## config.mk

```make
export PLATFORM = sky130hd
export DESIGN_NAME = uart_frame_tx
export DESIGN_NICKNAME = d
export VERILOG_FILES = /design/src/rtl/uart_pkg.sv /design/src/rtl/uart_sync_fifo.sv /design/src/rtl/uart_frame_tx.sv
export SDC_FILE = /design/constraint.sdc
export NUM_CORES = 1
export LEC_CHECK = 0
export CORE_ASPECT_RATIO = 0.75
export CORE_UTILIZATION = 60
export DETAILED_ROUTE_END_ITERATION = 10
export PLACE_DENSITY = 0.8
export SLEW_MARGIN = 25
export SYNTH_ARGS = -nofsm -noshare
export SYNTH_HDL_FRONTEND = slang
export SYNTH_HIERARCHICAL = 1
export SYNTH_SLANG_ARGS = --single-unit
```

## constraint.sdc

```tcl
create_clock -name Clk -period 5.57 [get_ports Clk]
set_clock_uncertainty 0.05 [all_clocks]
set_input_delay 1.114 -clock Clk [delete_from_list [all_inputs] [get_ports Clk]]
set_output_delay 1.114 -clock Clk [all_outputs]
set_load 0.005 [all_outputs]
```

## src/rtl/uart_pkg.sv

```systemverilog
// Shared types, baud constants and helpers for the frame transmitter.
package uart_pkg;

    typedef enum logic [1:0] {
        ParNone = 2'b00,
        ParEven = 2'b01,
        ParOdd  = 2'b10
    } parity_e;

    typedef enum logic [2:0] {
        StIdle,
        StStart,
        StData,
        StParity,
        StStop
    } state_e;

    localparam int unsigned Baud9600   = 9600;
    localparam int unsigned Baud19200  = 19200;
    localparam int unsigned Baud38400  = 38400;
    localparam int unsigned Baud57600  = 57600;
    localparam int unsigned Baud115200 = 115200;

    function automatic int unsigned baud_div(int unsigned clk_freq, logic [2:0] sel);
        case (sel)
            3'd0:    return clk_freq / Baud9600;
            3'd1:    return clk_freq / Baud19200;
            3'd2:    return clk_freq / Baud38400;
            3'd3:    return clk_freq / Baud57600;
            default: return clk_freq / Baud115200;
        endcase
    endfunction

    function automatic parity_e decode_parity(logic [1:0] mode);
        case (mode)
            2'b01:   return ParEven;
            2'b10:   return ParOdd;
            default: return ParNone;
        endcase
    endfunction

endpackage

```

## src/rtl/uart_sync_fifo.sv

```systemverilog
// Single-clock first-word-fall-through FIFO; DEPTH must be a power of two.
module uart_sync_fifo #(
    parameter int unsigned WIDTH = 8,
    parameter int unsigned DEPTH = 4
) (
    input  logic                     Clk,
    input  logic                     Reset_n,
    input  logic                     push,
    input  logic [WIDTH-1:0]         wr_data,
    input  logic                     pop,
    output logic [WIDTH-1:0]         rd_data,
    output logic [$clog2(DEPTH):0]   count,
    output logic                     full,
    output logic                     empty
);

    localparam int unsigned PtrW = $clog2(DEPTH);
    localparam int unsigned CntW = PtrW + 1;

    logic [WIDTH-1:0] mem_q [DEPTH];
    logic [PtrW-1:0]  wr_ptr_q, rd_ptr_q;
    logic [CntW-1:0]  count_q, count_d;
    logic             do_push, do_pop;

    assign full    = (count_q == CntW'(DEPTH));
    assign empty   = (count_q == '0);
    assign do_push = push & ~full;
    assign do_pop  = pop & ~empty;
    assign rd_data = mem_q[rd_ptr_q];
    assign count   = count_q;

    always_comb begin
        count_d = count_q;
        case ({do_push, do_pop})
            2'b10:   count_d = count_q + CntW'(1);
            2'b01:   count_d = count_q - CntW'(1);
            default: count_d = count_q;
        endcase
    end

    // Power-of-two depth lets the pointers wrap by natural overflow.
    always_ff @(posedge Clk or negedge Reset_n) begin
        if (!Reset_n) begin
            wr_ptr_q <= '0;
            rd_ptr_q <= '0;
            count_q  <= '0;
        end else begin
            if (do_push) wr_ptr_q <= wr_ptr_q + PtrW'(1);
            if (do_pop)  rd_ptr_q <= rd_ptr_q + PtrW'(1);
            count_q <= count_d;
        end
    end

    always_ff @(posedge Clk) begin
        if (do_push) mem_q[wr_ptr_q] <= wr_data;
    end

endmodule

```

## src/rtl/uart_frame_tx.sv

```systemverilog
// UART transmitter with input FIFO, runtime baud/parity/stop selection and
// back-to-back framing.
module uart_frame_tx
    import uart_pkg::*;
#(
    parameter int unsigned CLK_FREQ   = 50_000_000,
    parameter int unsigned DATA_BITS  = 8,
    parameter int unsigned FIFO_DEPTH = 4
) (
    input  logic                          Clk,
    input  logic                          Reset_n,
    input  logic [DATA_BITS-1:0]          Data_in,
    input  logic                          Data_valid,
    output logic                          Data_ready,
    input  logic                          Tx_en,
    input  logic [2:0]                    Baud_set,
    input  logic [1:0]                    Parity_mode,
    input  logic                          Stop2,
    output logic                          Uart_tx,
    output logic                          Tx_done,
    output logic                          Uart_state,
    output logic [$clog2(FIFO_DEPTH):0]   Fifo_count
);

    localparam int unsigned CntW = $clog2(FIFO_DEPTH) + 1;
    localparam int unsigned DivW = $clog2(baud_div(CLK_FREQ, 3'd0) + 1);
    localparam int unsigned BitW = $clog2(DATA_BITS);
    localparam logic [DivW-1:0] Div0 = DivW'(baud_div(CLK_FREQ, 3'd0));
    localparam logic [DivW-1:0] Div1 = DivW'(baud_div(CLK_FREQ, 3'd1));
    localparam logic [DivW-1:0] Div2 = DivW'(baud_div(CLK_FREQ, 3'd2));
    localparam logic [DivW-1:0] Div3 = DivW'(baud_div(CLK_FREQ, 3'd3));
    localparam logic [DivW-1:0] Div4 = DivW'(baud_div(CLK_FREQ, 3'd4));

    state_e                state_q, state_d;
    logic [DivW-1:0]       div_q, div_sel, baud_cnt_q;
    logic [BitW-1:0]       bit_cnt_q;
    logic [DATA_BITS-1:0]  shift_q, fifo_data;
    logic                  par_en_q, par_bit_q, stop2_q;
    logic                  tx_q, tx_d, busy_q, busy_d;
    logic                  fifo_full, fifo_empty, fifo_push, pop;
    logic                  bit_end, last_data, last_stop, can_start;
    logic [CntW-1:0]       count_next;

    uart_sync_fifo #(
        .WIDTH (DATA_BITS),
        .DEPTH (FIFO_DEPTH)
    ) u_fifo (
        .Clk     (Clk),
        .Reset_n (Reset_n),
        .push    (fifo_push),
        .wr_data (Data_in),
        .pop     (pop),
        .rd_data (fifo_data),
        .count   (Fifo_count),
        .full    (fifo_full),
        .empty   (fifo_empty)
    );

    assign Data_ready = ~fifo_full;
    assign fifo_push  = Data_valid & Data_ready;
    assign can_start  = ~fifo_empty & Tx_en;
    assign bit_end    = (baud_cnt_q == div_q - DivW'(1));
    assign last_data  = (bit_cnt_q == BitW'(DATA_BITS - 1));
    assign last_stop  = ~stop2_q | (bit_cnt_q == BitW'(1));
    assign count_next = Fifo_count + CntW'(fifo_push) - CntW'(pop);
    assign busy_d     = (state_d != StIdle) | (count_next != '0);
    assign Uart_tx    = tx_q;
    assign Uart_state = busy_q;

    always_comb begin
        case (Baud_set)
            3'd0:    div_sel = Div0;
            3'd1:    div_sel = Div1;
            3'd2:    div_sel = Div2;
            3'd3:    div_sel = Div3;
            default: div_sel = Div4;
        endcase
    end

    always_ff @(posedge Clk or negedge Reset_n) begin
        if (!Reset_n) state_q <= StIdle;
        else          state_q <= state_d;
    end

    always_comb begin
        state_d = state_q;
        case (state_q)
            StIdle:   if (can_start) state_d = StStart;
            StStart:  if (bit_end) state_d = StData;
            StData:   if (bit_end && last_data) state_d = par_en_q ? StParity : StStop;
            StParity: if (bit_end) state_d = StStop;
            StStop:   if (bit_end && last_stop) state_d = can_start ? StStart : StIdle;
            default:  state_d = StIdle;
        endcase
    end

    // tx_d is the level for the next cycle, so the line leaves a flop.
    always_comb begin
        pop     = 1'b0;
        tx_d    = tx_q;
        Tx_done = 1'b0;
        case (state_q)
            StIdle: begin
                tx_d = 1'b1;
                if (can_start) begin
                    pop  = 1'b1;
                    tx_d = 1'b0;
                end
            end
            StStart:  if (bit_end) tx_d = shift_q[0];
            StData: begin
                if (bit_end) tx_d = last_data ? (par_en_q ? par_bit_q : 1'b1) : shift_q[1];
            end
            StParity: if (bit_end) tx_d = 1'b1;
            StStop: begin
                if (bit_end && last_stop) begin
                    Tx_done = 1'b1;
                    pop     = can_start;
                    tx_d    = ~can_start;
                end
            end
            default: tx_d = 1'b1;
        endcase
    end

    always_ff @(posedge Clk or negedge Reset_n) begin
        if (!Reset_n) begin
            baud_cnt_q <= '0;
            bit_cnt_q  <= '0;
            div_q      <= Div4;
            shift_q    <= '0;
            par_en_q   <= 1'b0;
            par_bit_q  <= 1'b0;
            stop2_q    <= 1'b0;
            tx_q       <= 1'b1;
            busy_q     <= 1'b0;
        end else begin
            tx_q   <= tx_d;
            busy_q <= busy_d;
            if (pop) begin
                baud_cnt_q <= '0;
                bit_cnt_q  <= '0;
                div_q      <= div_sel;
                shift_q    <= fifo_data;
                par_en_q   <= (decode_parity(Parity_mode) != ParNone);
                par_bit_q  <= (decode_parity(Parity_mode) == ParOdd) ^ (^fifo_data);
                stop2_q    <= Stop2;
            end else if (state_q != StIdle) begin
                baud_cnt_q <= bit_end ? '0 : baud_cnt_q + DivW'(1);
                if (bit_end) begin
                    // bit_cnt_q indexes data bits, then restarts to index stop bits.
                    case (state_q)
                        StData: begin
                            shift_q   <= shift_q >> 1;
                            bit_cnt_q <= last_data ? '0 : bit_cnt_q + BitW'(1);
                        end
                        StStop:  bit_cnt_q <= bit_cnt_q + BitW'(1);
                        default: bit_cnt_q <= '0;
                    endcase
                end
            end
        end
    end

endmodule

```

==> flow_metrics.tcl <==
set metrics [dict create \
    outcome "finished clean" \
    r2r_start "div_q[1]" \
    worstRegToRegCells 14 \
    ys_warn_count 6 \
    place_worst_setup_slack_ns 0.9348 \
    avgSynthCellArea_um2 11.62 \
    antenna_found_initial 0 \
    fin_crit_ns 4.684 \
    synth_seq_cells 83 \
    slew_viol_final 0 \
    cts_buffer_depth 2 \
    ctsResizeCount 0 \
    placed_area_um2 4751 \
    r2r_setup_slack_ns 0.89 \
    p_per_area_nw_per_um2 524.2 \
    synthesis.area_um2 4463 \
    io-pin-count 25 \
    core_area_um2 6994 \
    clk_latency_ns 0.36 \
    grt_pass1_vias 2940 \
    r2r_end "Uart_state" \
    port_buffers 24 \
    finalCritPeriodShare_pct 84.10 \
    worstSetupPathType "register to register" \
    setup_tns_ns 0 \
    dieArea_um2 7791 \
    vias 3032 \
    cts_setup_buffers 0 \
    stdcell_area_um2 4966 \
    clk_pin_slew_ns 0.08 \
    start_util_pct 63.81 \
    die_w_um 101.6 \
    netlist_instances 384 \
    hpwlAfterDp_um 6185 \
    clock-sinks 83 \
    end_kind "register" \
    row_count 26 \
    min_to "div_q[5]" \
    critPathArrivalTime_ns 4.87 \
    synth-edff-count 32 \
    die_height_um 76.69 \
    max_slew_margin_pct 48.79 \
    ir_drop_v 0.0002861 \
    p_leak_nw 1.949 \
    gp_congestion 0.8165 \
    hold_path_class "register to register" \
    grt_pass1_wl_um 14870 \
    diodes 0 \
    rsz0062_at_grt "false" \
    max_slew.worst_pin.slew_ns 0.7625 \
    fmax_mhz 213.5 \
    drive_above_1_share_pct 15.57 \
    power_mw 2.603 \
    detail-route-antenna-nets 0 \
    drtIter0Drc 190 \
    grt.overflow.total 0 \
    dp.cells 493 \
    cts_tree "yes" \
    cp_max_fo 37 \
    cap_violations 0 \
    critPathRequiredTime_ns 5.75 \
    finalSetupViolCount 0 \
    grt_use_total_pct 25.44 \
    crit_start "div_q[1]" \
    mostFrequentLayoutCell "dfrtp_1" \
    synth_cell_type_count 70 \
    finalWorstSetupSlack_ns 0.8857 \
    yosysSeqAreaShare_pct 50.29 \
    cts_buffers 9 \
    firstDrtPassIters 4 \
    final_nets 438 \
    hold_viol_final 0 \
    synth_flop_cell "dfrtp_1" \
    cp-start-kind "register" \
    drc 0 \
    most-common-layout-cells "dfrtp_1, nand2_1, edfxtp_1" \
    wl_per_cell_um 17.29 \
    syn-num-nets 416 \
    cts-root-buf "clkbuf_8" \
    areaGrowthSynthToFinish_pct 11.27 \
    synth-async-reset-ratio_pct 61.45 \
    grt_max_degree 52 \
    hold_path_depth 2 \
    htree_num_levels 3 \
    drt_wl_total_um 8803 \
    holdWs_ns 0.4704 \
    finalCoreUtilization_pct 71.00 \
    final_cells 509 \
    min_from "div_q[5]" \
    cts_hold_buffers 0 \
    vias_per_cell 5.957 \
]
==> report_power, final <==
part	total, mW	switching [mW]	internal [mW]	leakage [nW]
clock network	0.470	0.219	0.251	0.101
logic	1.07	0.548	0.521	0.918
registers	1.06	0.224	0.841	0.930
total	2.60	0.991	1.61	1.95
==> routing by layer <==
layer / up-vias / track usage (%) / routed length, um
met2: 77 / 35.41 / 3864
li1: 1430 / - / -
met3: 14 / 6.472 / 429
met1: 1511 / 39.34 / 4392
met4: 0 / 6.957 / 116
met5: - / 0 / 0
==> critical path, stage by stage, from the launching register on <==
cell,delay [ns]
dfstp_2,0.40
inv_1,0.09
ha_1,0.33
nor2b_1,0.31
nand2_2,0.12
nor4_2,0.38
a311oi_4,0.10
o41ai_4,0.45
nand3_4,0.43
or2_2,0.48
nand2_1,0.07
ha_1,0.16
fa_1,0.41
or3_1,0.38
or4_4,0.41
==> registers in the layout, summed over array words and instances (netlist names) <==
signal,flops
Uart_tx,1
stop2_q,1
div_q,12
baud_cnt_q,13
shift_q,8
par_bit_q,1
Uart_state,1
u_fifo/count,3
u_fifo/rd_ptr_q,2
u_fifo/wr_ptr_q,2
u_fifo/mem_q,32
par_en_q,1
bit_cnt_q,3
state_q,3
==> cells in the mapped netlist (all sizes together), types with 5 or more instances <==
cell type	n	area [um^2]
buf	9	62.55
dfstp	6	157.7
clkbuf	6	22.52
mux4	8	180.2
and3	6	42.54
o21ai	16	80.07
a2bb2oi	9	78.83
dfrtp	45	1126
nor4	5	58.80
inv	24	90.08
xor2	15	131.4
nand3	12	72.57
edfxtp	32	960.9
xnor2	24	210.2
nor2b	5	31.28
o22ai	10	62.56
nor2	28	107.6
nand2	36	137.6
nor3	10	66.32
a21oi	11	66.32
ha	12	150.1
==> logic make-up after synthesis <==
family / synth area share (%)
compound gates: 13.06
xor+xnor: 7.654
fa+ha+maj: 4.261
buf+inv: 3.924
flops: 50.29
mux: 5.579
simple gates: 15.22
==> how the worst max path moves through the flow <==
stage	slack [ns]	cells past startpoint	endpoint
after CTS	0.90	14	Uart_state
after global routing	0.64	14	Uart_state
after detailed placement	0.93	14	Uart_state
final	0.89	14	Uart_state
after global placement	1.10	14	Uart_state
after floorplan	1.34	18	Uart_state
==> area by class of cell <==
cell class              instances  area, um^2
fillers                       501        2028
multi-input cells             262        2043
flip-flops and latches         83        2245
clock inverters                 7       91.34
inverters                      24       90.09
well taps                      98       122.6
repair buffers                 26       250.2
clock buffers                   9       123.9
Note: power is estimated with default switching activity, not from simulation.
